## config.mk

```make
export PLATFORM = sky130hd
export DESIGN_NAME = uart_rx_buf
export DESIGN_NICKNAME = d
export VERILOG_FILES = /design/src/rtl/uart_pkg.sv /design/src/rtl/byte_fifo.sv /design/src/rtl/uart_rx_buf.sv
export SDC_FILE = /design/constraint.sdc
export NUM_CORES = 1
export LEC_CHECK = 0
export ABC_AREA = 1
export CORE_MARGIN = 8
export CORE_UTILIZATION = 55
export CTS_CLUSTER_SIZE = 30
export DETAILED_ROUTE_END_ITERATION = 8
export GPL_TIMING_DRIVEN = 0
export PLACE_DENSITY = 0.75
export SLEW_MARGIN = 10
export SYNTH_ARGS = -nofsm -noshare
export SYNTH_HDL_FRONTEND = slang
export SYNTH_SLANG_ARGS = --single-unit
```

## constraint.sdc

```tcl
create_clock -name clk -period 1.9 [get_ports clk]
set_input_delay 0.38 -clock clk [delete_from_list [all_inputs] [get_ports clk]]
set_output_delay 0.38 -clock clk [all_outputs]
set_load 0.03 [all_outputs]
```

## src/rtl/uart_pkg.sv

```systemverilog
// Shared UART definitions: receiver FSM encoding, frame size and default bit timing.
// The tx path will reuse the same constants.
package uart_pkg;

  localparam int UART_DATA_BITS    = 8;
  localparam int UART_CLKS_PER_BIT = 868;  // 100 MHz / 115200 baud

  typedef enum logic [2:0] {
    IDLE      = 3'd0,
    START     = 3'd1,
    DATA      = 3'd2,
    STOP      = 3'd3,
    WAIT_HIGH = 3'd4
  } rx_state_t;

endpackage

```

## src/rtl/byte_fifo.sv

```systemverilog
// Show-ahead FIFO with extra-MSB pointers; a push into a full FIFO is accepted only
// when a pop frees the head slot in the same cycle.
module byte_fifo #(
  parameter int DEPTH = 16,
  parameter int WIDTH = 8
) (
  input  logic                     clk,
  input  logic                     rst,
  input  logic                     push,
  input  logic                     pop,
  input  logic [WIDTH-1:0]         din,
  output logic [WIDTH-1:0]         dout,
  output logic                     empty,
  output logic                     full,
  output logic [$clog2(DEPTH):0]   count
);

  localparam int AW = $clog2(DEPTH);

  logic [WIDTH-1:0] mem [DEPTH];
  logic [AW:0]      wr_ptr;
  logic [AW:0]      rd_ptr;
  logic             pop_en;
  logic             push_en;

  assign empty   = (wr_ptr == rd_ptr);
  assign full    = (wr_ptr[AW] != rd_ptr[AW]) && (wr_ptr[AW-1:0] == rd_ptr[AW-1:0]);
  assign count   = wr_ptr - rd_ptr;
  assign pop_en  = pop && !empty;
  // When full, the slot being written is the one being popped this cycle.
  assign push_en = push && (!full || pop_en);
  assign dout    = empty ? '0 : mem[rd_ptr[AW-1:0]];

  always_ff @(posedge clk) begin
    if (push_en) begin
      mem[wr_ptr[AW-1:0]] <= din;
    end
  end

  always_ff @(posedge clk) begin
    if (rst) begin
      wr_ptr <= '0;
      rd_ptr <= '0;
    end else begin
      if (push_en) wr_ptr <= wr_ptr + 1'b1;
      if (pop_en)  rd_ptr <= rd_ptr + 1'b1;
    end
  end

endmodule

```

## src/rtl/uart_rx_buf.sv

```systemverilog
// 8N1 UART receiver with mid-bit sampling feeding a byte FIFO for the core's rxdata.
// Sticky frame_err / overrun flags are cleared by err_clr; a new event wins over the clear.
module uart_rx_buf
  import uart_pkg::*;
#(
  parameter int CLKS_PER_BIT = UART_CLKS_PER_BIT,
  parameter int DEPTH        = 16
) (
  input  logic                   clk,
  input  logic                   rst,
  input  logic                   rxd,
  output logic [7:0]             rx_data,
  output logic                   rx_valid,
  input  logic                   rx_pop,
  output logic [$clog2(DEPTH):0] rx_count,
  output logic                   frame_err,
  output logic                   overrun,
  input  logic                   err_clr,
  output rx_state_t              dbg_state
);

  localparam int CNT_W = $clog2(CLKS_PER_BIT);
  localparam int IDX_W = $clog2(UART_DATA_BITS);
  localparam logic [CNT_W-1:0] CNT_LAST  = CNT_W'(CLKS_PER_BIT - 1);
  localparam logic [CNT_W-1:0] HALF_LAST = CNT_W'(CLKS_PER_BIT / 2 - 1);
  localparam logic [IDX_W-1:0] IDX_LAST  = IDX_W'(UART_DATA_BITS - 1);

  logic                      rxd_m;
  logic                      rxd_s;
  rx_state_t                 state;
  logic [CNT_W-1:0]          cnt;
  logic [IDX_W-1:0]          idx;
  logic [UART_DATA_BITS-1:0] shreg;
  logic                      stop_sample;
  logic                      byte_good;
  logic                      byte_bad;
  logic                      fifo_empty;
  logic                      fifo_full;

  always_ff @(posedge clk) begin
    if (rst) begin
      rxd_m <= 1'b1;
      rxd_s <= 1'b1;
    end else begin
      rxd_m <= rxd;
      rxd_s <= rxd_m;
    end
  end

  // Start-bit check at half a bit, then every bit one full period later: mid-bit.
  always_ff @(posedge clk) begin
    if (rst) begin
      state <= IDLE;
      cnt   <= '0;
      idx   <= '0;
      shreg <= '0;
    end else begin
      unique case (state)
        IDLE: begin
          if (!rxd_s) begin
            state <= START;
            cnt   <= '0;
          end
        end
        START: begin
          if (cnt == HALF_LAST) begin
            cnt <= '0;
            if (rxd_s) begin
              state <= IDLE;
            end else begin
              state <= DATA;
              idx   <= '0;
            end
          end else begin
            cnt <= cnt + CNT_W'(1);
          end
        end
        DATA: begin
          if (cnt == CNT_LAST) begin
            cnt        <= '0;
            shreg[idx] <= rxd_s;
            if (idx == IDX_LAST) begin
              state <= STOP;
            end else begin
              idx <= idx + IDX_W'(1);
            end
          end else begin
            cnt <= cnt + CNT_W'(1);
          end
        end
        STOP: begin
          if (cnt == CNT_LAST) begin
            cnt   <= '0;
            state <= rxd_s ? IDLE : WAIT_HIGH;
          end else begin
            cnt <= cnt + CNT_W'(1);
          end
        end
        WAIT_HIGH: begin
          if (rxd_s) state <= IDLE;
        end
        default: state <= IDLE;
      endcase
    end
  end

  assign stop_sample = (state == STOP) && (cnt == CNT_LAST);
  assign byte_good   = stop_sample && rxd_s;
  assign byte_bad    = stop_sample && !rxd_s;
  assign dbg_state   = state;

  byte_fifo #(
    .DEPTH (DEPTH),
    .WIDTH (UART_DATA_BITS)
  ) u_fifo (
    .clk   (clk),
    .rst   (rst),
    .push  (byte_good),
    .pop   (rx_pop),
    .din   (shreg),
    .dout  (rx_data),
    .empty (fifo_empty),
    .full  (fifo_full),
    .count (rx_count)
  );

  assign rx_valid = !fifo_empty;

  // A pop alongside a push into a full FIFO frees a slot, so nothing is lost.
  always_ff @(posedge clk) begin
    if (rst) begin
      frame_err <= 1'b0;
      overrun   <= 1'b0;
    end else begin
      if (byte_bad)     frame_err <= 1'b1;
      else if (err_clr) frame_err <= 1'b0;
      if (byte_good && fifo_full && !rx_pop) overrun <= 1'b1;
      else if (err_clr)                      overrun <= 1'b0;
    end
  end

endmodule

```

; ---- Word-level counts from Yosys, hierarchy flattened
; Memories as Yosys holds them, arrays and structs flattened. A register that Yosys moved wholly into a read port is not among the register bits.
; Index checks and enable logic that the tools add are counted.
[op_classes]
n_eq_ne = 18
order_cmp = 2
reduce_logical = 24
addsub = 5
muxes = 29
[op_table]
columns = op, n
row1 = 3-bit 2-to-1 mux, 11
row2 = 10-bit 2-to-1 mux, 3
row3 = 10-bit case mux with 3 select lines, 1
row4 = "2-bit inequality test, second input constant", 8
row5 = 3-bit case mux with 5 select lines, 1
row6 = "10-bit by 1-bit adder with 10-bit output, second input constant", 1
row7 = "5-bit by 1-bit adder with 5-bit output, second input constant", 2
row8 = "10-bit == test, second input constant", 1
row9 = "10-bit by 9-bit == test with 1-bit output, second input constant", 1
row10 = 1-bit logical AND, 9
row11 = 8-bit bitwise mux, 1
row12 = 4-bit 2-to-1 mux, 2
row13 = 8-bit 2-to-1 mux, 1
row14 = "3-bit by 2-bit == test with 1-bit output, second input constant", 2
row15 = "3-bit == test, second input constant", 2
row16 = 1-bit 2-to-1 mux, 6
row17 = 3-bit case mux with 2 select lines, 1
row18 = 6-bit AND reduction, 1
row19 = 2-bit nonzero test, 3
row20 = 5-bit == test, 1
row21 = 5-bit AND reduction, 1
row22 = 5-bit subtractor, 1
row23 = 4-bit == test, 1
row24 = 1-bit logical NOT, 4
row25 = other kinds (12), 13
[totals]
output_inout_bits = 19
ram_bits = 128
input_bits = 5
mem_count = 1
ff_bits = 38
[memory_table]
columns = memory, words, word_bits, rd, rd_ports_with_merged_regs, write_ports, line
row1 = u_fifo.mem, 16, 8, 1, 1, 1, byte_fifo.sv:20  ; logic [WIDTH-1:0] mem [DEPTH];

; ---- Longest topological paths before layout
; Gate-level depths: netlist of the first run.
[depth]
ltp_word = 7
ltp_mapped = 11
ltp_nobuf = 11

; ---- Modules after synthesis
; From an unflattened synthesis of the first run, not the netlist that was laid out.
[unflattened]
hier_cells = 767
hier_area_um2 = 7563.5
[by_module_without_submodules]
columns = module, instances, cells_per_inst, area_per_inst_um2, seq_area_each_um2
row1 = byte_fifo, 1, 544, 6024.5, 4124.0
row2 = uart_rx_buf, 1, 223, 1539.0, 560.5

; ---- Worst setup path before layout of the first run
; OpenSTA, ideal clock, no wires.
[synth_timing]
path_kind = register -> output
from = reg u_fifo.wr_ptr[0]
to = out rx_count[4]
required_ps = 1520
stages_incl_launch_ff = 6
t_arrival_ps = 1752
path_slack_ps = -232
cell_sequence = dfxtp_1 inv_1 ha_1 fa_1 o21ai_0 xor2_1
[synth_via]
elab_chain_cells = 1
[synth_rtl]
columns = element, line
row1 = "start, declared", byte_fifo.sv:21  ; logic [AW:0] wr_ptr;
row2 = "start signal, assigned", byte_fifo.sv:45  ; if (push_en) wr_ptr <= wr_ptr + 1'b1;
row3 = 5-bit subtractor, byte_fifo.sv:28  ; assign count = wr_ptr - rd_ptr;
row4 = "end, declared", uart_rx_buf.sv:15  ; output logic [$clog2(DEPTH):0] rx_count,
; Every way passes these cells.

==> results of run 1 <==
worst max-delay path: cells and delay by family, from the launching register on:
kind	cells	cell delay [ps]
buffers and inverters	3	440
DFF	1	390
AOI/OAI and AO/OA	2	390
and+or+nand+nor	3	290
kinds of logic after synthesis:
kind of cell,Yosys count,synth area share
DFF,170,0.6220
buffers and inverters,82,0.04386
xor gates and xnor gates,9,0.01047
adders and majority gates,14,0.02426
and+or+nand+nor,421,0.2499
AOI/OAI and AO/OA,69,0.04951
per-stage QoR:
step	hold WS, ps	instance area, um2
after floorplan	389.5	7650
after global placement	395.3	8090
after detailed placement	399.2	8090
after CTS	278.9	9266
after global routing	355.6	9573
final	312.8	9573
Yosys cell counts:
master / instances
nand3_4: 2
inv_2: 3
nor2_4: 1
clkbuf_1: 15
nand2_1: 208
nor3_1: 6
dfxtp_1: 42
nand3b_1: 1
inv_1: 47
nand4_4: 1
o21a_1: 8
nand2_4: 3
nand3_2: 1
clkinv_4: 1
o21ai_1: 3
nand3_1: 125
xnor2_1: 2
fa_1: 1
buf_1: 2
xor2_1: 7
o21ai_0: 15
ha_1: 13
a31oi_1: 4
nand2_2: 2
nand4_1: 9
o211ai_1: 1
a21oi_1: 38
buf_2: 14
or2_2: 2
nor2_2: 8
nor2_1: 52
edfxtp_1: 128
layer usage:
metal | up-vias | part of all wire | routed length (um)
met2 | 312 | 0.50 | 10150
met1 | 2901 | 0.39 | 8070
met4 | 0 | 0.031 | 641
li1 | 2760 | - | -
met5 | - | 0 | 0
met3 | 61 | 0.078 | 1600
how the worst min path moves through the flow:
stage	startpoint	to	slack, ps	cells past startpoint
4_1_cts	rst	u_fifo.rd_ptr[4]	280	2
5_1_grt	rst	overrun	360	2
3_5_place_dp	rxd_m	rxd_s	400	1
6_report	rst	frame_err	310	2
2_1_floorplan	rxd_m	rxd_s	390	1
3_3_place_gp	rxd_m	rxd_s	400	1
power breakdown:
| part | switching [mW] | total, mW | internal, mW |
|---|---|---|---|
| registers | 0.0553 | 4.05 | 4.00 |
| logic | 1.09 | 1.71 | 0.621 |
| clock network | 1.50 | 3.52 | 2.02 |
| total | 2.64 | 9.28 | 6.63 |
repair_timing:
item / 4_1_cts / 5_1_grt
endpoints found under the setup margin: 146 / 146
resized for setup: 197 / 52
pin swaps: 16 / 17
cloned: 1 / 0
buffers inserted: 21 / 12
cell type report:
| class | instances | area [um2] |
|---|---|---|
| clock inverters | 11 | 87.58 |
| multi-input cells | 514 | 2980 |
| clock buffers | 21 | 525.5 |
| fillers | 896 | 3722 |
| inverters | 51 | 216.5 |
| repair buffers | 54 | 529.3 |
| plain buffers | 30 | 302.8 |
| flip-flops and latches | 170 | 4711 |
| well taps | 176 | 220.2 |
placed cells by master, fill, tap and decap left out, types with 8 or more instances in the layout:
master / Yosys / final
a21oi_1: 38 / 23
nand4_1: 9 / 9
buf_4: 0 / 29
a21oi_2: 0 / 14
edfxtp_1: 128 / 128
o21a_1: 8 / 8
o21ai_0: 15 / 13
nor2_1: 52 / 38
nor2_4: 1 / 18
inv_1: 47 / 40
nand3_2: 1 / 21
inv_6: 0 / 8
clkbuf_16: 0 / 21
buf_6: 0 / 18
nand2_1: 208 / 203
dfxtp_2: 0 / 9
dfxtp_1: 42 / 29
nand3_1: 125 / 104
ha_1: 13 / 8
registers in the layout, indices dropped and copies added (netlist names), named ones only:
| signal | cells |
|---|---|
| rxd_s | 1 |
| u_fifo.rd_ptr | 5 |
| dbg_state | 3 |
| u_fifo.wr_ptr | 5 |
| u_fifo.mem | 128 |
| rxd_m | 1 |
| frame_err | 1 |
| idx | 3 |
| overrun | 1 |
| cnt | 10 |
| shreg | 8 |
==> results.yml, run 1 <==
global_routing:
  busiest_layer: "met2"
  grt_pass1_vias: 5955
  grt_util_met2: 0.3764
  grt_usage: 0.2273
  grt_pass1_wl_mm: 31.19
  grt.overflow.total: 0
  met1_usage: 0.2786
  grt_max_degree: 18
  grt_antenna_before_repair: 0
  met3_usage: 0.05223
drt:
  wl_per_cell_um: 19.93
  ant_nets: 0
  drtIter0Drc: 805
  postRouteWirelength_mm: 20.47
  via_count: 6034
  drt_pass1_iterations: 5
  vias_per_cell: 5.875
  remaining_drc_errors: 0
timing:
  period_share: 1.227
  slew_violations: 0
  max_freq_mhz: 428.8
  setup_ws_ps: -431.9
  finalHoldViolCount: 0
  worst_clock_skew_ps: 10.10
  fin_crit_ps: 2332
  grt_setup_unrepaired: "true"
  setup_violations: 134
  relSlewSlack: 0.3773
  worst_pin_slew_ps: 932.7
  fin_setup_tns_ps: -10790
placed_design:
  pre_cts_slack_ps: -735.9
  port_buffers: 22
  hpwlAfterDp_mm: 12.69
  dp_cells: 963
  place_congestion: 0.9121
floorplan:
  coreArea_mm2: 0.01330
  num_rows: 42
  start_util: 0.5664
  die_w_um: 133.0
  die_h_um: 133.0
  fp.dieArea_mm2: 0.01769
  ios: 24
outcome:
  status: "complete, but fails checks"
  violations: "negative setup slack"
clocking:
  numCtsBuffers: 17
  clockBufferDepth: 2
  postCtsHoldBufs: 0
  clk_pin_slew_worst_paths_ps: 70
  root_buffer: "clkbuf_16"
  cts_max_level: 4
  tritoncts: "yes"
  clk_latency_ps: 440
  clock_sinks: 170
critical_path:
  slowest_delay_ps: 390
  end_kind: "primary output"
  endpoint: "rx_data[4]"
  required_ps: 1520
  worst-setup-path-type: "reg -> out"
  crit_fanout: 10
  cp-start-kind: "flip-flop"
  timing.rr.start: "u_fifo.rd_ptr[3]"
  worst_path_max_delay_cell: "dfxtp_4"
  path_cells: "buf_12 > buf_8 > nand2_1 > nand3_1 > nand3_2 > a21oi_2 > o21a_1 > buf_6"
  worstPathArrival_ps: 1950
  r2r-end: "u_fifo.mem[10][6]"
  rrSetupSlack_ps: -120
  r2r.worst_path.cells: 11
synthesis:
  syn-num-nets: 784
  synth_top_cell_area_share: 0.5104
  synth_area_leaders: "edfxtp_1 51%, dfxtp_1 11%, nand2_1 10%"
  synth_area_per_cell_um2: 9.844
  ys_types: 32
  yosysWarnings: 0
  netlist_area_mm2: 0.007531
  yosysSeqAreaShare: 0.6220
  postSynthCellCount: 765
  yosysTopAreaCell: "edfxtp_1"
  synth-seq-cells: 170
finish:
  stdcell_count: 1027
  diodes: 0
  drive_gt1_frac: 0.2491
  post-route-util: 0.7200
  syn2layout_area_growth_pct: 27.11
  nets: 857
min_path:
  min_path_type: "in -> reg"
pwr:
  p_per_area_mw_per_mm2: 969.1
  peakVddDrop_uv: 778.3
  finalPower_mw: 9.277
  power_leakage_nw: 3.654
flow_run:
  drv_cap: 0
Note: power is estimated with default switching activity, not from simulation.
==> inputs of run 2 (changes only) <==
--- a/config.mk
+++ b/config.mk
@@ -8,6 +8,7 @@
 export ABC_AREA = 1
 export CORE_MARGIN = 8
 export CORE_UTILIZATION = 55
+export CTS_CLUSTER_DIAMETER = 120
 export CTS_CLUSTER_SIZE = 30
 export DETAILED_ROUTE_END_ITERATION = 8
 export GPL_TIMING_DRIVEN = 0
==> results of run 2 <==
No change in the layout: final DEF, timing and power equal those of run 1.
==> inputs of run 3 (changes only) <==
--- a/config.mk
+++ b/config.mk
@@ -7,12 +7,12 @@
 export LEC_CHECK = 0
 export ABC_AREA = 1
 export CORE_MARGIN = 8
-export CORE_UTILIZATION = 55
+export CORE_UTILIZATION = 61
 export CTS_CLUSTER_DIAMETER = 120
 export CTS_CLUSTER_SIZE = 30
 export DETAILED_ROUTE_END_ITERATION = 8
 export GPL_TIMING_DRIVEN = 0
-export PLACE_DENSITY = 0.75
+export PLACE_DENSITY = 0.79
 export SLEW_MARGIN = 10
 export SYNTH_ARGS = -nofsm -noshare
 export SYNTH_HDL_FRONTEND = slang
==> constraint.sdc (replaced) <==
create_clock -name clk -period 2.65 [get_ports clk]
set_input_delay 0.53 -clock clk [delete_from_list [all_inputs] [get_ports clk]]
set_output_delay 0.53 -clock clk [all_outputs]
set_load 0.03 [all_outputs]
==> run 3 against run 2 <==
  * The flow now finishes without violations
  * Clock power down 28%
  * Global-route usage up 0.61 points
  * Sequential power down 28%
  * Non-clock buffer count down 31
  * Highest routed layer unchanged
  * First-iteration DRC count down 26%
  * Routed wire length down 11%
  * Utilization down 0.28 points
  * Largest cell class unchanged
  * Critical endpoint is now rx_valid
==> results.yml, run 3 (synthesized netlist as in run 1, its figures left out) <==
clocking:
  clock_sinks: 170
  clockBufferDepth: 2
  clk_pin_slew_worst_paths_ps: 60
  tritoncts: "yes"
  root_buffer: "clkbuf_16"
  numCtsBuffers: 17
  cts_max_level: 4
  clk_latency_ps: 430
  cts_setup_buffers: 0
pwr:
  power_frac_comb: 0.152
  p_per_area_mw_per_mm2: 745.8
  p_clk_frac: 0.397
  p_sw_mw: 1.720
  swShare: 0.2677
  sequentialPowerShare: 0.451
  peakVddDrop_uv: 592.6
  power_leakage_nw: 3.355
  p_int_mw: 4.705
outcome:
  status: "completed"
finish:
  largest_register_ffs: 128
  diodes: 0
  final_cell_mix: "208 x nand2_1, 128 x edfxtp_1, 124 x nand3_1, 45 x inv_1, 41 x nor2_1"
  syn2layout_area_growth_pct: 14.39
  nets: 825
  final_common_cell: "nand2_1"
  drive_gt1_frac: 0.1319
global_routing:
  grt_pass1_vias: 5559
  grt_antenna_before_repair: 0
  grt_pass1_wl_mm: 28.79
  grt_usage: 0.2334
  grt.overflow.total: 0
  grt_max_degree: 18
floorplan:
  ios: 24
  num_rows: 40
  fp.dieArea_mm2: 0.01616
  start_util: 0.6270
  coreArea_mm2: 0.01201
  die_h_um: 127.1
  die_w_um: 127.1
drt:
  via_count: 5706
  drtIter0Drc: 592
  vias_per_cell: 5.907
  ant_nets: 0
  drt_pass1_iterations: 5
  postRouteWirelength_mm: 18.22
  remaining_drc_errors: 0
  wl_per_cell_um: 18.86
placed_design:
  port_buffers: 22
  hpwlAfterDp_mm: 12.31
  pre_cts_slack_ps: -117.4
  place_congestion: 0.9412
critical_path:
  worst-setup-path-type: "reg -> out"
  worstPathArrival_ps: 2060
  required_ps: 2120
  slowest_delay_ps: 470
  path_cells: "ha_1 > nand2_1 > nor2_4 > nand2_4 > dlygate4sd2_1"
  worst_path_max_delay_cell: "dfxtp_1"
  crit_fanout: 10
  cp-start-kind: "flip-flop"
  end_kind: "primary output"
timing:
  relSlewSlack: 0.4560
  max_freq_mhz: 386.7
  worst_clock_skew_ps: 5.709
  slew_violations: 0
  worst_pin_slew_ps: 814.9
  holdWs_ps: 428.7
  period_share: 0.9758
  setup_violations: 0
  grt_setup_unrepaired: "true"
  setup_ws_ps: 64.08
  fin_crit_ps: 2586
  finalHoldViolCount: 0
min_path:
  min_path_type: "reg -> reg"
flow_run:
  drv_cap: 0
==> run 3: cell types whose count changed in the layout (fill, tap and decap cells not counted), moves of 13 or more <==
cell     change
nand3_1     +20
buf_4       -17
buf_6       -17
nor2_4      -16
nand3_2     -19
a21oi_2     -14
nor2_2      +13
a21oi_1     +15
==> run 3: layer usage <==
metal / wire length (um) / up-vias / track usage
met4: 857 / 0 / 0.1274
met3: 1457 / 71 / 0.05782
li1: - / 2696 / -
met2: 8654 / 273 / 0.3773
met5: 0 / - / 0
met1: 7247 / 2666 / 0.2831
==> run 3: area by class of cell <==
type | count | area [um2]
clock buffer | 21 | 470.5
buffer | 31 | 192.7
timing repair buffer | 22 | 165.2
inverter | 51 | 196.4
fill | 874 | 3397
sequential | 170 | 4687
clock inverter | 11 | 143.9
multi-input combinational | 513 | 2575
tap | 147 | 183.9
==> run 3: path summary, 6_finish.rpt <==
kind	from	end	slack [ps]	depth (start not counted)
worst min-delay path	rxd_m	rxd_s	430	1
worst max register to register	cnt[0]	u_fifo.mem[13][7]	120	9
worst max-delay path	u_fifo.wr_ptr[3]	rx_valid	60	5
worst min register to register	rxd_m	rxd_s	430	1
==> run 3: stage by stage <==
stage	power, mW	instances	instance area, um2	util	TNS [ps]
finish	6.425	966	8615	0.7172	0
global placement	3.881	934	7935	0.6606	-698.6
CTS	6.405	966	8626	0.7181	0
floorplan	3.593	765	7531	-	0
global route	6.624	966	8615	0.7172	-0.9124
detailed placement	3.905	934	7935	0.6606	-920.4
==> run 3: power groups by stage <==
| stage | Sequential [mW] | Combinational (mW) | Clock, mW |
|---|---|---|---|
| 3_5_place_dp | 2.95 | 0.951 | 0 |
| 3_3_place_gp | 2.95 | 0.930 | 0 |
| 5_1_grt | 2.90 | 1.08 | 2.65 |
| 4_1_cts | 2.90 | 0.969 | 2.54 |
| 2_1_floorplan | 2.97 | 0.618 | 0 |
| 6_report | 2.90 | 0.976 | 2.55 |
==> run 3: critical path: cells and delay by family, from the launching register on <==
family	cells	cell delay [ps]
adders and majority gates	1	330
buffers and inverters	1	430
DFF	1	470
and+or+nand+nor	3	390
==> run 3: what timing repair did <==
item	CTS	global route
cloned	0	0
endpoints found under the setup margin	28	81
hold buffers	0	0
resized for setup	66	43
pin swaps	0	1
